==> src/rtl/cache_refill_fsm_if.sv <==
// Merge-side read port of the refill engine: AR request, R data, read ownership.
// The master modport is the refill FSM, the slave modport is the AXI read merge.
interface cache_refill_fsm_if;
    logic        ren_o;
    logic        cache_ena_o;
    logic [31:0] araddr_o;
    logic        arvalid_o;
    logic        arready_i;
    logic [31:0] rdata_i;
    logic        rlast_i;
    logic        rvalid_i;
    logic        rready_o;

    modport master (
        output ren_o,
        output cache_ena_o,
        output araddr_o,
        output arvalid_o,
        input  arready_i,
        input  rdata_i,
        input  rlast_i,
        input  rvalid_i,
        output rready_o
    );

    modport slave (
        input  ren_o,
        input  cache_ena_o,
        input  araddr_o,
        input  arvalid_o,
        output arready_i,
        output rdata_i,
        output rlast_i,
        output rvalid_i,
        input  rready_o
    );
endinterface

==> src/rtl/cache_refill_fsm.sv <==
// Per-cache read-miss engine: one AR request per miss, beats collected into a line buffer.
//
// state  | meaning
// IDLE   | waiting for miss_req_i; request fields latched on acceptance
// AR     | arvalid held until the merge accepts the address
// R      | collecting beats into the line buffer until rvalid with rlast
// DONE   | one-cycle completion pulse toward the cache
module cache_refill_fsm #(
    parameter int BURST_NUM = 7,
    parameter int CNT_W     = 3
) (
    input  logic                          clk,
    input  logic                          resetn,
    input  logic                          miss_req_i,
    input  logic [31:0]                   miss_addr_i,
    input  logic                          cache_ena_i,
    output logic                          refill_busy_o,
    output logic                          refill_done_o,
    output logic [32*(BURST_NUM+1)-1:0]   refill_line_o,
    cache_refill_fsm_if.master            bus
);

    localparam int WORDS = BURST_NUM + 1;
    localparam int OFF_W = $clog2(4 * WORDS);
    localparam logic [31:0]      LINE_MASK = ~((32'd1 << OFF_W) - 32'd1);
    localparam logic [CNT_W-1:0] CNT_MAX   = CNT_W'(WORDS - 1);

    typedef enum logic [1:0] {
        S_IDLE,
        S_AR,
        S_R,
        S_DONE
    } state_e;

    state_e                    state_q, state_d;
    logic [CNT_W-1:0]          cnt_q, cnt_d;
    logic [31:0]               addr_q, addr_d;
    logic                      cena_q, cena_d;
    logic [32*WORDS-1:0]       line_q, line_d;
    logic [CNT_W-1:0]          widx;

    always_ff @(posedge clk) begin
        if (!resetn) begin
            state_q <= S_IDLE;
            cnt_q   <= '0;
            addr_q  <= '0;
            cena_q  <= 1'b0;
            line_q  <= '0;
        end else begin
            state_q <= state_d;
            cnt_q   <= cnt_d;
            addr_q  <= addr_d;
            cena_q  <= cena_d;
            line_q  <= line_d;
        end
    end

    always_comb begin
        state_d = state_q;
        cnt_d   = cnt_q;
        addr_d  = addr_q;
        cena_d  = cena_q;
        line_d  = line_q;
        // Uncached reads always land in word 0 regardless of the counter.
        widx    = cena_q ? cnt_q : '0;
        case (state_q)
            S_IDLE: begin
                if (miss_req_i) begin
                    addr_d  = cache_ena_i ? (miss_addr_i & LINE_MASK) : miss_addr_i;
                    cena_d  = cache_ena_i;
                    cnt_d   = '0;
                    state_d = S_AR;
                end
            end
            S_AR: begin
                if (bus.arready_i) begin
                    state_d = S_R;
                end
            end
            S_R: begin
                if (bus.rvalid_i) begin
                    line_d[int'(widx)*32 +: 32] = bus.rdata_i;
                    // Saturate so an overlong burst keeps overwriting the last word.
                    if (cena_q && (cnt_q != CNT_MAX)) begin
                        cnt_d = cnt_q + CNT_W'(1);
                    end
                    if (bus.rlast_i) begin
                        state_d = S_DONE;
                    end
                end
            end
            S_DONE: begin
                state_d = S_IDLE;
            end
            default: begin
                state_d = S_IDLE;
            end
        endcase
    end

    assign refill_busy_o   = (state_q != S_IDLE);
    assign refill_done_o   = (state_q == S_DONE);
    assign refill_line_o   = line_q;
    assign bus.ren_o       = (state_q == S_AR) || (state_q == S_R);
    assign bus.arvalid_o   = (state_q == S_AR);
    assign bus.rready_o    = (state_q == S_R);
    assign bus.araddr_o    = addr_q;
    assign bus.cache_ena_o = cena_q;

endmodule

==> src/flat_wrapper.sv <==
// flat-port wrapper written by rule: the top's interface ports become plain ports
module cache_refill_fsm_flat 
#(
    parameter int BURST_NUM = 7,
    parameter int CNT_W     = 3
)
  (clk, resetn, miss_req_i, miss_addr_i, cache_ena_i, refill_busy_o, refill_done_o, refill_line_o, bus_ren_o, bus_cache_ena_o, bus_araddr_o, bus_arvalid_o, bus_arready_i, bus_rdata_i, bus_rlast_i, bus_rvalid_i, bus_rready_o);
  cache_refill_fsm_if bus_i ();
  input  logic clk;
  input  logic resetn;
  input  logic miss_req_i;
  input  logic [31:0] miss_addr_i;
  input  logic cache_ena_i;
  output logic refill_busy_o;
  output logic refill_done_o;
  output logic [32*(BURST_NUM+1)-1:0] refill_line_o;
  output wire logic [$bits(bus_i.ren_o)-1:0] bus_ren_o;
  output wire logic [$bits(bus_i.cache_ena_o)-1:0] bus_cache_ena_o;
  output wire logic [$bits(bus_i.araddr_o)-1:0] bus_araddr_o;
  output wire logic [$bits(bus_i.arvalid_o)-1:0] bus_arvalid_o;
  input wire logic [$bits(bus_i.arready_i)-1:0] bus_arready_i;
  input wire logic [$bits(bus_i.rdata_i)-1:0] bus_rdata_i;
  input wire logic [$bits(bus_i.rlast_i)-1:0] bus_rlast_i;
  input wire logic [$bits(bus_i.rvalid_i)-1:0] bus_rvalid_i;
  output wire logic [$bits(bus_i.rready_o)-1:0] bus_rready_o;
  assign bus_ren_o = bus_i.ren_o;
  assign bus_cache_ena_o = bus_i.cache_ena_o;
  assign bus_araddr_o = bus_i.araddr_o;
  assign bus_arvalid_o = bus_i.arvalid_o;
  assign bus_i.arready_i = bus_arready_i;
  assign bus_i.rdata_i = bus_rdata_i;
  assign bus_i.rlast_i = bus_rlast_i;
  assign bus_i.rvalid_i = bus_rvalid_i;
  assign bus_rready_o = bus_i.rready_o;
  cache_refill_fsm #(.BURST_NUM(BURST_NUM), .CNT_W(CNT_W)) u_core (.clk(clk), .resetn(resetn), .miss_req_i(miss_req_i), .miss_addr_i(miss_addr_i), .cache_ena_i(cache_ena_i), .refill_busy_o(refill_busy_o), .refill_done_o(refill_done_o), .refill_line_o(refill_line_o), .bus(bus_i));
endmodule
==> config.mk <==
export PLATFORM = sky130hd
export DESIGN_NAME = cache_refill_fsm_flat
export DESIGN_NICKNAME = d
export VERILOG_FILES = /design/src/rtl/cache_refill_fsm_if.sv /design/src/rtl/cache_refill_fsm.sv /design/src/flat_wrapper.sv
export SDC_FILE = /design/constraint.sdc
export NUM_CORES = 1
export LEC_CHECK = 0
export CORE_MARGIN = 5
export CORE_UTILIZATION = 35
export CTS_BUF_LIST = sky130_fd_sc_hd__clkbuf_8 sky130_fd_sc_hd__clkbuf_16
export DETAILED_ROUTE_END_ITERATION = 16
export GPL_TIMING_DRIVEN = 1
export SYNTH_ARGS = -nofsm -noshare
export SYNTH_HDL_FRONTEND = slang
export SYNTH_SLANG_ARGS = --single-unit
==> constraint.sdc <==
create_clock -name clk -period 5.3 [get_ports clk]
set_input_delay 0.795 -clock clk [delete_from_list [all_inputs] [get_ports clk]]
set_output_delay 0.795 -clock clk [all_outputs]
set_load 0.02 [all_outputs]
==> results_dict.tcl, run 1 <==
set metrics [dict create \
    hold_class "flop to flop" \
    setup_violations 0 \
    avgRoutedWirePerCell_um 18.5 \
    arrival_ns 3.76 \
    clockBufferDepth 3 \
    startpoint_type "flop" \
    slew_violations 0 \
    io_pins 365 \
    hold_violations 0 \
    setup_tns_ns 0 \
    fp-row-count 64 \
    fp.dieW_um 186 \
    cts.clk_slew.worst_paths_ns 0.06 \
    ant_nets 0 \
    max_freq_mhz 298 \
    diodes 0 \
    status "completed" \
    overflow 0 \
    synth.most_common_cell "nand2_1" \
    drv_cap 0 \
    synth_area_leader_cell "dfxtp_1" \
    core_sq_mm 0.0306 \
    period_minus_slack_ns 3.35 \
    crit_chain "nand2_1, ha_1, ha_1, or2_1, buf_4, or2_1, nand2_1, a21boi_0" \
    skew_ns 0.0159 \
    cts_buffers 34 \
    drc 0 \
    synth_cells 1228 \
    hpwl_um 25900 \
    seqCellArea_sq_mm 0.00589 \
    gp_congestion 0.785 \
    seq_area_frac_synth 0.544 \
    hold-worst-slack_ns 0.452 \
    wl_um 36200 \
    vias 9504 \
    nFillCells 2865 \
    netlist_top_cells_area "dfxtp_1 (54%), nand2_1 (14%), mux2i_1 (9.0%)" \
    nets 1620 \
    synth_area_sq_mm 0.0108 \
    final_core_util 0.519 \
    synth_fp_nets 1308 \
    min_period_over_period 0.633 \
    synth_edf_count 0 \
    vias_per_cell 4.85 \
    pre_cts_ws_ns 1.91 \
    worstSetupEndpointType "flop" \
    cellPowerDensity_mw_per_mm2 348 \
    cts.sinks 294 \
    cts-resized-gates 0 \
    synth.ff_latch_count 294 \
    slowest_delay_ns 1.01 \
    avgSynthCellArea_sq_um 8.81 \
    power_mw 5.52 \
    io_buffer_count 364 \
    relSlewSlack 0.156 \
    die_h_um 186 \
    synth.distinct_cells 35 \
    drt_iter0_drc 433 \
    antenna_found_initial 0 \
    synth_warnings 0 \
    async_flop_share 0 \
    ir_worst_vdd_v 0.000263 \
    grt_start_max_net_pins 168 \
    slowest_stage "or2_1" \
    cts_max_level 2 \
    grt_pass1_vias 9196 \
    grt_use_total 0.198 \
    tightest_slew_ns 1.27 \
    cp_top_family "simple AND/OR/NAND/NOR gates" \
    p_leak_nw 6.08 \
    post_cts_buffers 0 \
    cts_tree "done" \
    cp_max_fo 34 \
    multiInputGateArea_sq_mm 0.00449 \
    synth_common_cells "nand2_1 (390), dfxtp_1 (294), mux2i_1 (97), nand3_1 (97), a21oi_1 (65)" \
    layout-drive-gt1-share 0.0511 \
    timing.setup.critical_path_class "flop to flop" \
    root_buffer "clkbuf_16" \
    worstPathRequired_ns 5.71 \
    fin_ws_ns 1.95 \
    die-area_sq_mm 0.0345 \
    initial_core_util 0.354 \
    grt_pass1_wl_um 54000 \
    worst-r2r-setup-slack_ns 1.95 \
    first_pass_iters 5 \
    ys.flop_type "dfxtp_1" \
    cp_num_buf_inv 1 \
    synth_top_cell_area_share 0.544 \
    cts_hold_buf 0 \
    clkLatencyLatePin_ns 0.50 \
    syn2layout_area_growth_pct 46.7 \
    rsz0062_at_grt "false" \
]
## routing by layer
layer	GRT usage	wire [um]
met1	0.236	14500
met2	0.348	17700
met5	0	0
met3	0.0684	3410
met4	0.0426	655
## metrics by stage
stage,std cells,cell area [sq um]
2_1_floorplan,1228,10800
3_3_place_gp,1900,14700
3_5_place_dp,1900,14700
4_1_cts,1961,15900
5_1_grt,1961,15900
6_report,1961,15900
## logic make-up (layout without fill, tap and decap cells)
kind of cell             count (synthesis)  in the layout  synth area share
adder cells (fa/ha/maj)                  9              9            0.0104
multiplexers                            97             97            0.0898
flip-flops                             294            294             0.544
AND/OR/NAND/NOR                        516            516             0.201
AO/OA/AOI/OAI                          204            204             0.112
buffers and inverters                  108            445            0.0431
## placed cells by master (no fill, tap or decap), types with 2 or more instances in the layout
master             n
bufinv_16          2
a21boi_0           8
o21ai_0           60
o221ai_1           2
inv_1              9
clkdlybuf4s50_1  363
clkbuf_16         37
o31ai_1           33
clkbuf_8          14
dfxtp_1          294
mux2i_1           97
nor2_1             3
buf_4             13
nor2b_1            2
nand3b_1           8
nand2_1          390
or2_1              2
nand3_1           96
o21ai_1            5
nor3b_4            3
a21boi_1          28
ha_1               9
clkinv_2           3
a21oi_1           65
nand4b_1           2
## sequential cells by signal, summed over array words and instances (netlist names)
name	count
u_core.bus.cache_ena_o	1
u_core.bus.araddr_o	32
u_core.refill_line_o	256
u_core.cnt_q	3
u_core.state_q	2
## power by group
part	switching, mW	total [mW]	leakage, nW	internal [mW]
Clock	0.913	2.46	0.618	1.55
Sequential	0.0477	2.34	2.37	2.29
Combinational	0.433	0.721	3.09	0.289
Total	1.39	5.52	6.08	4.13
## final timing paths
path	start	end	cells after the start
worst min-delay path	u_core.refill_line_o[234]$_SDFFE_PN0P_	u_core.refill_line_o[234]$_SDFFE_PN0P_	2
worst max-delay path	u_core.bus.cache_ena_o$_SDFFE_PN0P_	u_core.refill_line_o[224]$_SDFFE_PN0P_	8
worst min register to register	u_core.refill_line_o[234]$_SDFFE_PN0P_	u_core.refill_line_o[234]$_SDFFE_PN0P_	2
worst max register to register	u_core.bus.cache_ena_o$_SDFFE_PN0P_	u_core.refill_line_o[224]$_SDFFE_PN0P_	8
## worst register-to-register path, cell delays in order, from the launching register on
cell      delay [ns]
dfxtp_1         0.53
nand2_1         0.17
ha_1            0.23
ha_1            0.46
or2_1           0.15
buf_4           0.39
or2_1           1.01
nand2_1         0.11
a21boi_0        0.21
## area by class of cell
cell class                      instances  area share
Clock buffer                           51      0.0705
Clock inverter                         10     0.00615
Inverter                                6     0.00142
Multi-Input combinational cell        826       0.283
Sequential cell                       294       0.371
Tap cell                              396      0.0312
Timing Repair Buffer                  378       0.237
Note: power is estimated with default switching activity, not from simulation.
==> inputs of run 2 (changes only) <==
- clock period: 5.3 -> 3.3 ns (I/O delays scaled with it)
==> results_dict.tcl, run 2 (synthesis gave the netlist of run 1 again) <==
set metrics [dict create \
    holdCritStartpoint "u_core.refill_line_o[185]$_SDFFE_PN0P_" \
    diodes 0 \
    layout-drive-gt1-share 0.0492 \
    core_sq_mm 0.0306 \
    nets 1624 \
    hpwl_um 26200 \
    root_buffer "clkbuf_16" \
    p_clk_frac 0.424 \
    skew_ns 0.00735 \
    arrival_ns 3.20 \
    stdcell_area_sq_mm 0.0158 \
    cts.clk_slew.worst_paths_ns 0.06 \
    io_pins 365 \
    avgRoutedWirePerCell_um 18.6 \
    antenna_found_initial 0 \
    setup_violations 0 \
    p_int_mw 6.35 \
    largest_reg_flops 256 \
    cp_max_fo 32 \
    crit_chain "nand2_1, ha_1, ha_1, or2_1, or2_1, buf_4, nand2_1, a21boi_0" \
    ir_worst_vdd_v 0.000566 \
    worstSetupEndpointType "flop" \
    startpoint_type "flop" \
    p_leak_nw 6.07 \
    reg2reg_from "u_core.bus.cache_ena_o$_SDFFE_PN0P_" \
    rsz0062_at_grt "false" \
    hold_class "flop to flop" \
    cts.sinks 294 \
    worstPathRequired_ns 3.73 \
    seqCellArea_sq_mm 0.00589 \
    final_common_cell "nand2_1" \
    slew_violations 0 \
    nFillCells 2897 \
    slowest_delay_ns 0.52 \
    combPwrFrac 0.137 \
    gp_congestion 0.842 \
    grt_pass1_vias 9128 \
    cellPowerDensity_mw_per_mm2 543 \
    syn2layout_area_growth_pct 46.0 \
    vias 9563 \
    fin_ws_ns 0.526 \
    initial_core_util 0.354 \
    grt_use_total 0.201 \
    hold_violations 0 \
    drt_iter0_drc 580 \
    grt_start_max_net_pins 141 \
    first_pass_iters 4 \
    multiInputGateArea_sq_mm 0.00449 \
    overflow 0 \
    final_cell_mix "nand2_1 (390), clkdlybuf4s50_1 (363), dfxtp_1 (294)" \
    switching_share 0.259 \
    ant_nets 0 \
    cts_tree "done" \
    period_minus_slack_ns 2.77 \
    pre_cts_ws_ns 0.572 \
    fp.dieW_um 186 \
    clockBufferDepth 3 \
    seqPwrFrac 0.439 \
    max_freq_mhz 360 \
    die_h_um 186 \
    cts-resized-gates 0 \
    status "completed" \
    power_mw 8.57 \
    startpoint "u_core.bus.cache_ena_o$_SDFFE_PN0P_" \
    wl_um 36500 \
    post_cts_buffers 0 \
    cts_hold_buf 0 \
    vias_per_cell 4.87 \
    slowest_stage "dfxtp_1" \
    switching_power_mw 2.22 \
    timing.setup.critical_path_class "flop to flop" \
    hold-worst-slack_ns 0.446 \
    min_period_over_period 0.841 \
    cts_max_level 2 \
    grt_pass1_wl_um 54700 \
    placedInstanceArea_sq_mm 0.0147 \
    tightest_slew_ns 1.01 \
    die-area_sq_mm 0.0345 \
    drc 0 \
    setup_tns_ns 0 \
    cts_buffers 34 \
    relSlewSlack 0.329 \
    fp-row-count 64 \
    drv_cap 0 \
    clkLatencyLatePin_ns 0.50 \
    io_buffer_count 364 \
]
==> run 2: cell count changes in the layout (fill, tap and decap cells not counted), sizes merged <==
| cell | delta |
|---|---|
| clkbuf | -9 |
| inv | +5 |
| buf | +4 |
| clkinv | +3 |
| bufinv | -1 |
| clkinvlp | -1 |
==> run 2: metal layers <==
| metal | wire length (um) | share of wire | vias to the layer above | track usage |
|---|---|---|---|---|
| li1 | - | - | 4739 | - |
| met1 | 14600 | 0.40 | 4428 | 0.241 |
| met2 | 17600 | 0.48 | 340 | 0.347 |
| met3 | 3450 | 0.094 | 56 | 0.0682 |
| met4 | 844 | 0.023 | 0 | 0.0536 |
| met5 | 0 | 0 | - | 0 |
==> run 2: worst paths after layout <==
check / cells after the start / slack [ns] / endpoint
max: 8 / 0.53 / u_core.refill_line_o[255]$_SDFFE_PN0P_
min: 2 / 0.45 / u_core.refill_line_o[185]$_SDFFE_PN0P_
max reg2reg: 8 / 0.53 / u_core.refill_line_o[255]$_SDFFE_PN0P_
min reg2reg: 2 / 0.45 / u_core.refill_line_o[185]$_SDFFE_PN0P_
==> run 2: cell type report <==
type,count,area share
well taps,396,0.0314
repair buffers,382,0.241
multi-input cells,826,0.284
clock buffers,42,0.0630
inverters,6,0.00143
clock inverters,16,0.00626
flip-flops and latches,294,0.373
==> run 2: worst max-delay path, delay by kind of cell, from the launching register on <==
kind,cells,cell delay (ns)
AND/OR/NAND/NOR,4,0.93
adder cells (fa/ha/maj),2,0.71
AO/OA/AOI/OAI,1,0.18
buffers and inverters,1,0.34
flip-flops,1,0.52
==> run 2: stage by stage <==
| stage | util | std cells |
|---|---|---|
| 2_1_floorplan | - | 1228 |
| 3_3_place_gp | 0.481 | 1904 |
| 3_5_place_dp | 0.481 | 1904 |
| 4_1_cts | 0.516 | 1962 |
| 5_1_grt | 0.516 | 1962 |
| 6_report | 0.516 | 1962 |
==> run 2: power groups by stage <==
| stage | combinational [mW] | sequential [mW] | clock (mW) |
|---|---|---|---|
| detailed placement | 1.18 | 3.84 | 0 |
| global route | 1.26 | 3.78 | 3.92 |
| CTS | 1.19 | 3.76 | 3.75 |
| floorplan | 0.482 | 3.96 | 0 |
| finish | 1.17 | 3.76 | 3.64 |
| global placement | 1.18 | 3.83 | 0 |
